## config.mk

```make
export PLATFORM = sky130hd
export DESIGN_NAME = logic_unit_pipe
export DESIGN_NICKNAME = d
export VERILOG_FILES = /design/src/rtl/logic_unit_pkg.sv /design/src/rtl/logic_unit_stage.sv /design/src/rtl/logic_unit_pipe.sv
export SDC_FILE = /design/constraint.sdc
export NUM_CORES = 1
export LEC_CHECK = 0
export ABC_AREA = 0
export ABC_CLOCK_PERIOD_IN_PS = 3620
export CAP_MARGIN = 25
export CORE_MARGIN = 1.5
export CORE_UTILIZATION = 55
export DETAILED_ROUTE_END_ITERATION = 6
export PLACE_DENSITY = 0.82
export RECOVER_POWER = 100
export SYNTH_ARGS = -nofsm -noshare
export SYNTH_HDL_FRONTEND = slang
export SYNTH_HIERARCHICAL = 1
export SYNTH_SLANG_ARGS = --single-unit
```

## constraint.sdc

```tcl
create_clock -name clk -period 3.62 [get_ports clk]
set_clock_uncertainty 0.05 [all_clocks]
set_input_delay 0.543 -clock clk [delete_from_list [all_inputs] [get_ports clk]]
set_output_delay 0.543 -clock clk [all_outputs]
set_load 0.1 [all_outputs]
```

## src/rtl/logic_unit_pkg.sv

```systemverilog
// Shared op-code definitions for the bitwise logic lane; also imported by the ALU decoder.
package logic_unit_pkg;

  typedef logic [2:0] op_t;

  localparam op_t OP_NAND   = 3'b000;
  localparam op_t OP_AND    = 3'b001;
  localparam op_t OP_OR     = 3'b010;
  localparam op_t OP_NOR    = 3'b011;
  localparam op_t OP_XOR    = 3'b100;
  localparam op_t OP_XNOR   = 3'b101;
  localparam op_t OP_PASS_A = 3'b110;
  localparam op_t OP_NOT_A  = 3'b111;

  localparam int MAX_PIPE_DEPTH = 4;

endpackage

```

## src/rtl/logic_unit_stage.sv

```systemverilog
// One valid/ready register slice. Ready looks through an empty slot so bubbles collapse
// even while the output is stalled.
module logic_unit_stage #(
  parameter int DATA_W = 33
) (
  input  logic              clk,
  input  logic              rst,
  input  logic              prev_valid,
  input  logic [DATA_W-1:0] prev_data,
  output logic              ready,
  output logic              valid,
  output logic [DATA_W-1:0] data,
  input  logic              next_ready
);

  assign ready = !valid || next_ready;

  always_ff @(posedge clk) begin
    if (rst) begin
      valid <= 1'b0;
      data  <= '0;
    end else if (ready) begin
      valid <= prev_valid;
      if (prev_valid)
        data <= prev_data;
    end
  end

endmodule

```

## src/rtl/logic_unit_pipe.sv

```systemverilog
// Pipelined bitwise logic unit: 8 ops, PIPE_DEPTH valid/ready stages, zero flag.
// Optional completed-transfer counter enabled by defining LOGIC_UNIT_CNT_EN.
module logic_unit_pipe #(
  parameter int WIDTH      = 32,
  parameter int PIPE_DEPTH = 2
) (
  input  logic             clk,
  input  logic             rst,
  input  logic             in_valid,
  output logic             in_ready,
  input  logic [WIDTH-1:0] in_a,
  input  logic [WIDTH-1:0] in_b,
  input  logic [2:0]       in_op,
  output logic             out_valid,
  input  logic             out_ready,
  output logic [WIDTH-1:0] out_c,
  output logic             out_zero
`ifdef LOGIC_UNIT_CNT_EN
  ,
  output logic [31:0]      out_count
`endif
);

  import logic_unit_pkg::*;

  logic [WIDTH-1:0] result;
  logic             result_zero;

  always_comb begin
    result = '0;
    case (op_t'(in_op))
      OP_NAND:   result = ~(in_a & in_b);
      OP_AND:    result = in_a & in_b;
      OP_OR:     result = in_a | in_b;
      OP_NOR:    result = ~(in_a | in_b);
      OP_XOR:    result = in_a ^ in_b;
      OP_XNOR:   result = ~(in_a ^ in_b);
      OP_PASS_A: result = in_a;
      OP_NOT_A:  result = ~in_a;
      default:   result = '0;
    endcase
  end

  assign result_zero = (result == '0);

  // Index 0 is the input side, index PIPE_DEPTH the output side; each stage links i to i+1.
  logic [PIPE_DEPTH:0] stage_valid;
  logic [PIPE_DEPTH:0] stage_ready;
  logic [WIDTH:0]      stage_data [PIPE_DEPTH+1];

  assign stage_valid[0]          = in_valid;
  assign stage_data[0]           = {result_zero, result};
  assign stage_ready[PIPE_DEPTH] = out_ready;

  for (genvar i = 0; i < PIPE_DEPTH; i++) begin : g_stage
    logic_unit_stage #(
      .DATA_W(WIDTH + 1)
    ) u_stage (
      .clk        (clk),
      .rst        (rst),
      .prev_valid (stage_valid[i]),
      .prev_data  (stage_data[i]),
      .ready      (stage_ready[i]),
      .valid      (stage_valid[i+1]),
      .data       (stage_data[i+1]),
      .next_ready (stage_ready[i+1])
    );
  end

  assign in_ready  = !rst && stage_ready[0];
  assign out_valid = stage_valid[PIPE_DEPTH];
  assign out_c     = stage_data[PIPE_DEPTH][WIDTH-1:0];
  assign out_zero  = stage_data[PIPE_DEPTH][WIDTH];

`ifdef LOGIC_UNIT_CNT_EN
  always_ff @(posedge clk) begin
    if (rst)
      out_count <= '0;
    else if (out_valid && out_ready && out_count != 32'hFFFF_FFFF)
      out_count <= out_count + 32'd1;
  end
`endif

endmodule
```

# Word-level counts from Yosys, hierarchy flattened
# Cells that the tools add are included.
# op_classes
eq_ne	7
n_mux	1
bitwise_logic	7
reduce_logical	10
# ops
op	n
$pmux W32 S8	1
$not A32 Y32	4
$and A32 B32 Y32	1
$logic_not A32 Y1	1
$or A32 B32 Y32	1
$xor A32 B32 Y32	1
$eq A3 B3 Y1 const B	4
$eq A3 B2 Y1 const B	2
$reduce_and A2 Y1	2
$eq A3 B1 Y1 const B	1
$logic_not A1 Y1	3
$logic_not A3 Y1	1
$logic_or A1 B1 Y1	2
$logic_and A1 B1 Y1	1
# word_totals
ff_bits	68
input_bits	71
output_inout_bits	35
elab_cells	29

# Logic depth before layout (Yosys ltp)
# depth
depth_word	4
depth_mapped	10
mapped_depth_nobuf	10

# Cells and area by module
# Netlist, hierarchy kept.
# by_module_without_submodules
mod	n_inst	cells_each	area_per_inst_um2	seq_area_each_um2
logic_unit_stage	2	155	1621.6	680.7
logic_unit_pipe	1	359	2940.3	0.0

# Worst setup path after synthesis
# No wires, ideal clock.
# synth_timing
path_kind	reg-to-output
from	register g_stage[1].u_stage.valid
to	output port in_ready
t_arrival_ns	2.935
t_required_ns	3.027
path_slack_ns	0.092
stages_incl_launch_ff	8
cell_sequence	dfxtp_1 nand2b_4 buf_6 buf_2 nand2b_4 buf_6 buf_2 nor2b_1
# synth_via
elab_chain_cells	4
# synth_rtl
item	line_no	source
from (decl)	logic_unit_stage.sv:11	output logic valid,
from (signal assigned)	logic_unit_stage.sv:23	valid <= prev_valid;
$logic_not A1 Y1	logic_unit_stage.sv:16	assign ready = !valid || next_ready;
$logic_or A1 B1 Y1	logic_unit_stage.sv:16	
via stage_ready[1]	logic_unit_pipe.sv:48	logic [PIPE_DEPTH:0] stage_ready;
$logic_or A1 B1 Y1	logic_unit_stage.sv:16	
via stage_ready[0]	logic_unit_pipe.sv:48	
$logic_and A1 B1 Y1	logic_unit_pipe.sv:70	assign in_ready = !rst && stage_ready[0];
to (decl)	logic_unit_pipe.sv:10	output logic in_ready,
# The timed path passes the listed nets, and every way through them passes these cells.

# Final worst setup path
# layout_timing
from	input port in_op[2]
to	register g_stage[0].u_stage.data[32]
# layout_via
elab_chain_cells	3
word_cells_on_any_way	10
# layout_rtl
item	line_no	source
from (decl)	logic_unit_pipe.sv:13	input logic [2:0] in_op,
$eq A3 B3 Y1, or another cell as far along	logic_unit_pipe.sv:31	case (op_t'(in_op))
$pmux W32 S8 *	logic_unit_pipe.sv:31	
$logic_not A32 Y1 *	logic_unit_pipe.sv:44	assign result_zero = (result == '0);
via result_zero	logic_unit_pipe.sv:27	logic result_zero;
to (signal assigned)	logic_unit_stage.sv:25	data <= prev_data;
to (decl)	logic_unit_stage.sv:12	output logic [DATA_W-1:0] data,
# Mark *: on every way through the listed nets, which the timed path passes. The rest lies on a longest branch.
# A chain may end at the register's enable or synchronous reset.

==> flow_summary.toml <==
[place]
portBuffers = 105
gp_congestion = 0.868
pre_cts_slack_ns = 0.105
placed_cells = 871
dp.final_hpwl_um = 10100

[sta]
hold_viol = 0
rsz0062_at_grt = "no"
period_needed_ns = 3.19
fmax_mhz = 313
setup_viol = 0
drv_slew = 0
worst_slack_ns = 0.429
max_slew_margin_pct = 15.0
fin_crit_sh_pct = 88.1
tightest_slew_ns = 1.28
fin_tns_setup_ns = 0

[power]
p_comb_share_pct = 34.2
power_density_nw_per_um2 = 286
pwr-share-clk_pct = 26.6
net-switching-power_uw = 681
seqPwrFrac_pct = 39.2
sw_frac_of_total_pct = 32.7
leakage_uw = 0.00319
internal_power_uw = 1400
finalPower_uw = 2080
vdd_drop_max_uv = 224

[die]
start_util_pct = 56.8
fp.dieH_um = 109
fp.dieW_um = 109
core_um2 = 10900
ios = 106
rows = 38
dieArea_um2 = 11900

[synthesis]
synth_top_family_by_area = "compound AO/OA/AOI/OAI gates"
synth_area_um2 = 6180
syn-num-nets = 804
ys_seq_area_share_pct = 22.0
synthesis.instances = 669
synth_area_per_cell_um2 = 9.24
synth_xor_area_share_pct = 5.38
synthSimpleGateAreaFrac_pct = 11.2
synthAdderAreaFrac_pct = 13.0
synth_compound_area_share_pct = 23.8
synth-async-reset-ratio_pct = 0
synth.distinct_cells = 49
ys_warn_count = 6
synth-edff-count = 0
ys.flop_type = "dfxtp_1"
synthMuxAreaShare_pct = 13.5
ys_ff_latch = 68

[clock_tree]
cts_resized = 0
htree_levels = 3
clk_latency_ns = 0.33
cts_hold_buf = 0
cts_tree = "built"
clock_path_buffers = 2
post-cts-setup-buffers = 0
cts_buffers = 9
cts_root_buf = "clkbuf_8"
cts_sinks = 68
cts.clk_slew.worst_paths_ns = 0.07

[final_layout]
finalNonFillerCells = 887
drive_gt1_share_pct = 15.3
nNetsFinal = 879
final_cell_mix = "inv_1, nand3_1, dfxtp_1"
syn2layout_area_growth_pct = 17.7
antenna_cells = 0
mostFrequentLayoutCell = "inv_1"

[status]
outcome = "finished, final reports clean"

[critical_path]
slowest_stage = "dlygate4sd3_1"
endpoint_kind = "flip-flop"
required_ns = 3.84
start_kind = "input port"
crit_fanout = 7
crit_path_end = "g_stage[0].u_stage/data[32]"
worstReg2RegEnd = "g_stage[0].u_stage/data[11]"
worstPathArrival_ns = 3.41
worstSetupPathType = "input port to flip-flop"
path_cells = "dlygate4sd3_1, mux4_1, or4_4, nor3_2, o2111ai_1, nor4_2, nand3_1, a21oi_2"
r2r.worst_path.cells = 5
r2r_start = "g_stage[1].u_stage/valid"
max_stage_delay_ns = 0.76
r2r_slack_ns = 1.45
critPathLaunch = "in_op[2]"

[drt]
drt_iter0_markers = 265
ant_nets = 0
wl_um = 13600
wl_per_cell_um = 15.4
drt_pass1_iterations = 5
via_per_inst = 5.62
routed-via-count = 4982
post-route-drc-count = 0

[global_route]
grt_usage_pct = 23.9
grt_pass1_vias = 4801
grt_start_max_net_pins = 69
grt_pass1_wl_um = 22800
antenna_found_initial = 0
grt_overflow = 0

[flow_run]
drv_cap = 0

[min_path]
hold_path_class = "flip-flop to flip-flop"
-- critical path, delay by kind of cell --
kind | cells | cell delay [ns]
multiplexers | 1 | 0.67
AO/OA/AOI/OAI | 2 | 0.33
AND/OR/NAND/NOR | 4 | 1.10
buffers and inverters | 1 | 0.76
-- how the worst min path moves through the flow --
stage	start	endpoint	slack [ns]	depth (start not counted)
floorplan	g_stage[0].u_stage/data[29]	g_stage[1].u_stage/data[29]	0.40	2
global placement	g_stage[0].u_stage/data[29]	g_stage[1].u_stage/data[29]	0.43	2
detailed placement	g_stage[0].u_stage/data[32]	g_stage[1].u_stage/data[32]	0.43	2
CTS	g_stage[0].u_stage/data[32]	g_stage[1].u_stage/data[32]	0.43	2
global route	g_stage[0].u_stage/data[29]	g_stage[1].u_stage/data[29]	0.46	2
finish	g_stage[0].u_stage/data[32]	g_stage[1].u_stage/data[32]	0.43	2
-- flip-flops by register name, summed over array words and instances, names as in the netlist --
signal                 cells
g_stage.u_stage/data      66
g_stage.u_stage/valid      2
-- per-stage QoR --
step / utilization (%) / hold slack [ns] / area [um^2]
CTS: 67.2 / 0.434 / 7320
global route: 66.8 / 0.459 / 7280
finish: 66.8 / 0.433 / 7280
global placement: 65.6 / 0.429 / 7150
floorplan: - / 0.399 / 6180
detailed placement: 65.6 / 0.426 / 7150
-- layout make-up --
| cell class | instances | area (um^2) |
|---|---|---|
| Fill cell | 908 | 3610 |
| Clock inverter | 2 | 10.0 |
| Inverter | 91 | 342 |
| Tap cell | 140 | 175 |
| Multi-Input combinational cell | 454 | 4060 |
| Timing Repair Buffer | 120 | 1170 |
| Clock buffer | 12 | 165 |
| Sequential cell | 68 | 1360 |
-- power by group through the flow --
stage / sequential (uW) / combinational [uW] / clock, uW
floorplan: 904 / 440 / 0
global placement: 831 / 689 / 0
detailed placement: 831 / 716 / 0
CTS: 816 / 720 / 567
global route: 819 / 772 / 600
finish: 815 / 712 / 553
-- cells by family (layout without fill, tap and decap cells) --
| logic type | Yosys count | after routing |
|---|---|---|
| buffers and inverters | 147 | 225 |
| AO/OA/AOI/OAI | 169 | 169 |
| AND/OR/NAND/NOR | 127 | 127 |
| multiplexers | 56 | 56 |
| XOR/XNOR | 38 | 38 |
| flip-flops | 68 | 68 |
| adder cells (fa/ha/maj) | 64 | 64 |
-- cell usage after synthesis, drive strengths merged, types with 6 or more instances --
master	number	area share, %
ha	64	13
nand2b	6	0.85
mux2	13	2.4
a21bo	66	11
o21ai	6	0.49
a21oi	80	10
nor4	8	0.91
mux2i	25	4.0
inv	91	5.5
clkbuf	13	0.79
buf	43	4.9
nand2	9	0.55
dfxtp	68	22
nor3	9	0.81
mux4	18	7.0
xnor2	37	5.2
nand3	72	5.8
nor2	8	0.49
-- metal layers --
metal | GRT usage, % | up-vias | routed length, um
li1 | - | 2463 | -
met1 | 32.9 | 2331 | 6450
met2 | 38.5 | 163 | 6270
met3 | 3.29 | 25 | 674
met4 | 7.42 | 0 | 254
met5 | 0 | - | 0
Note: power is estimated with default switching activity, not from simulation.
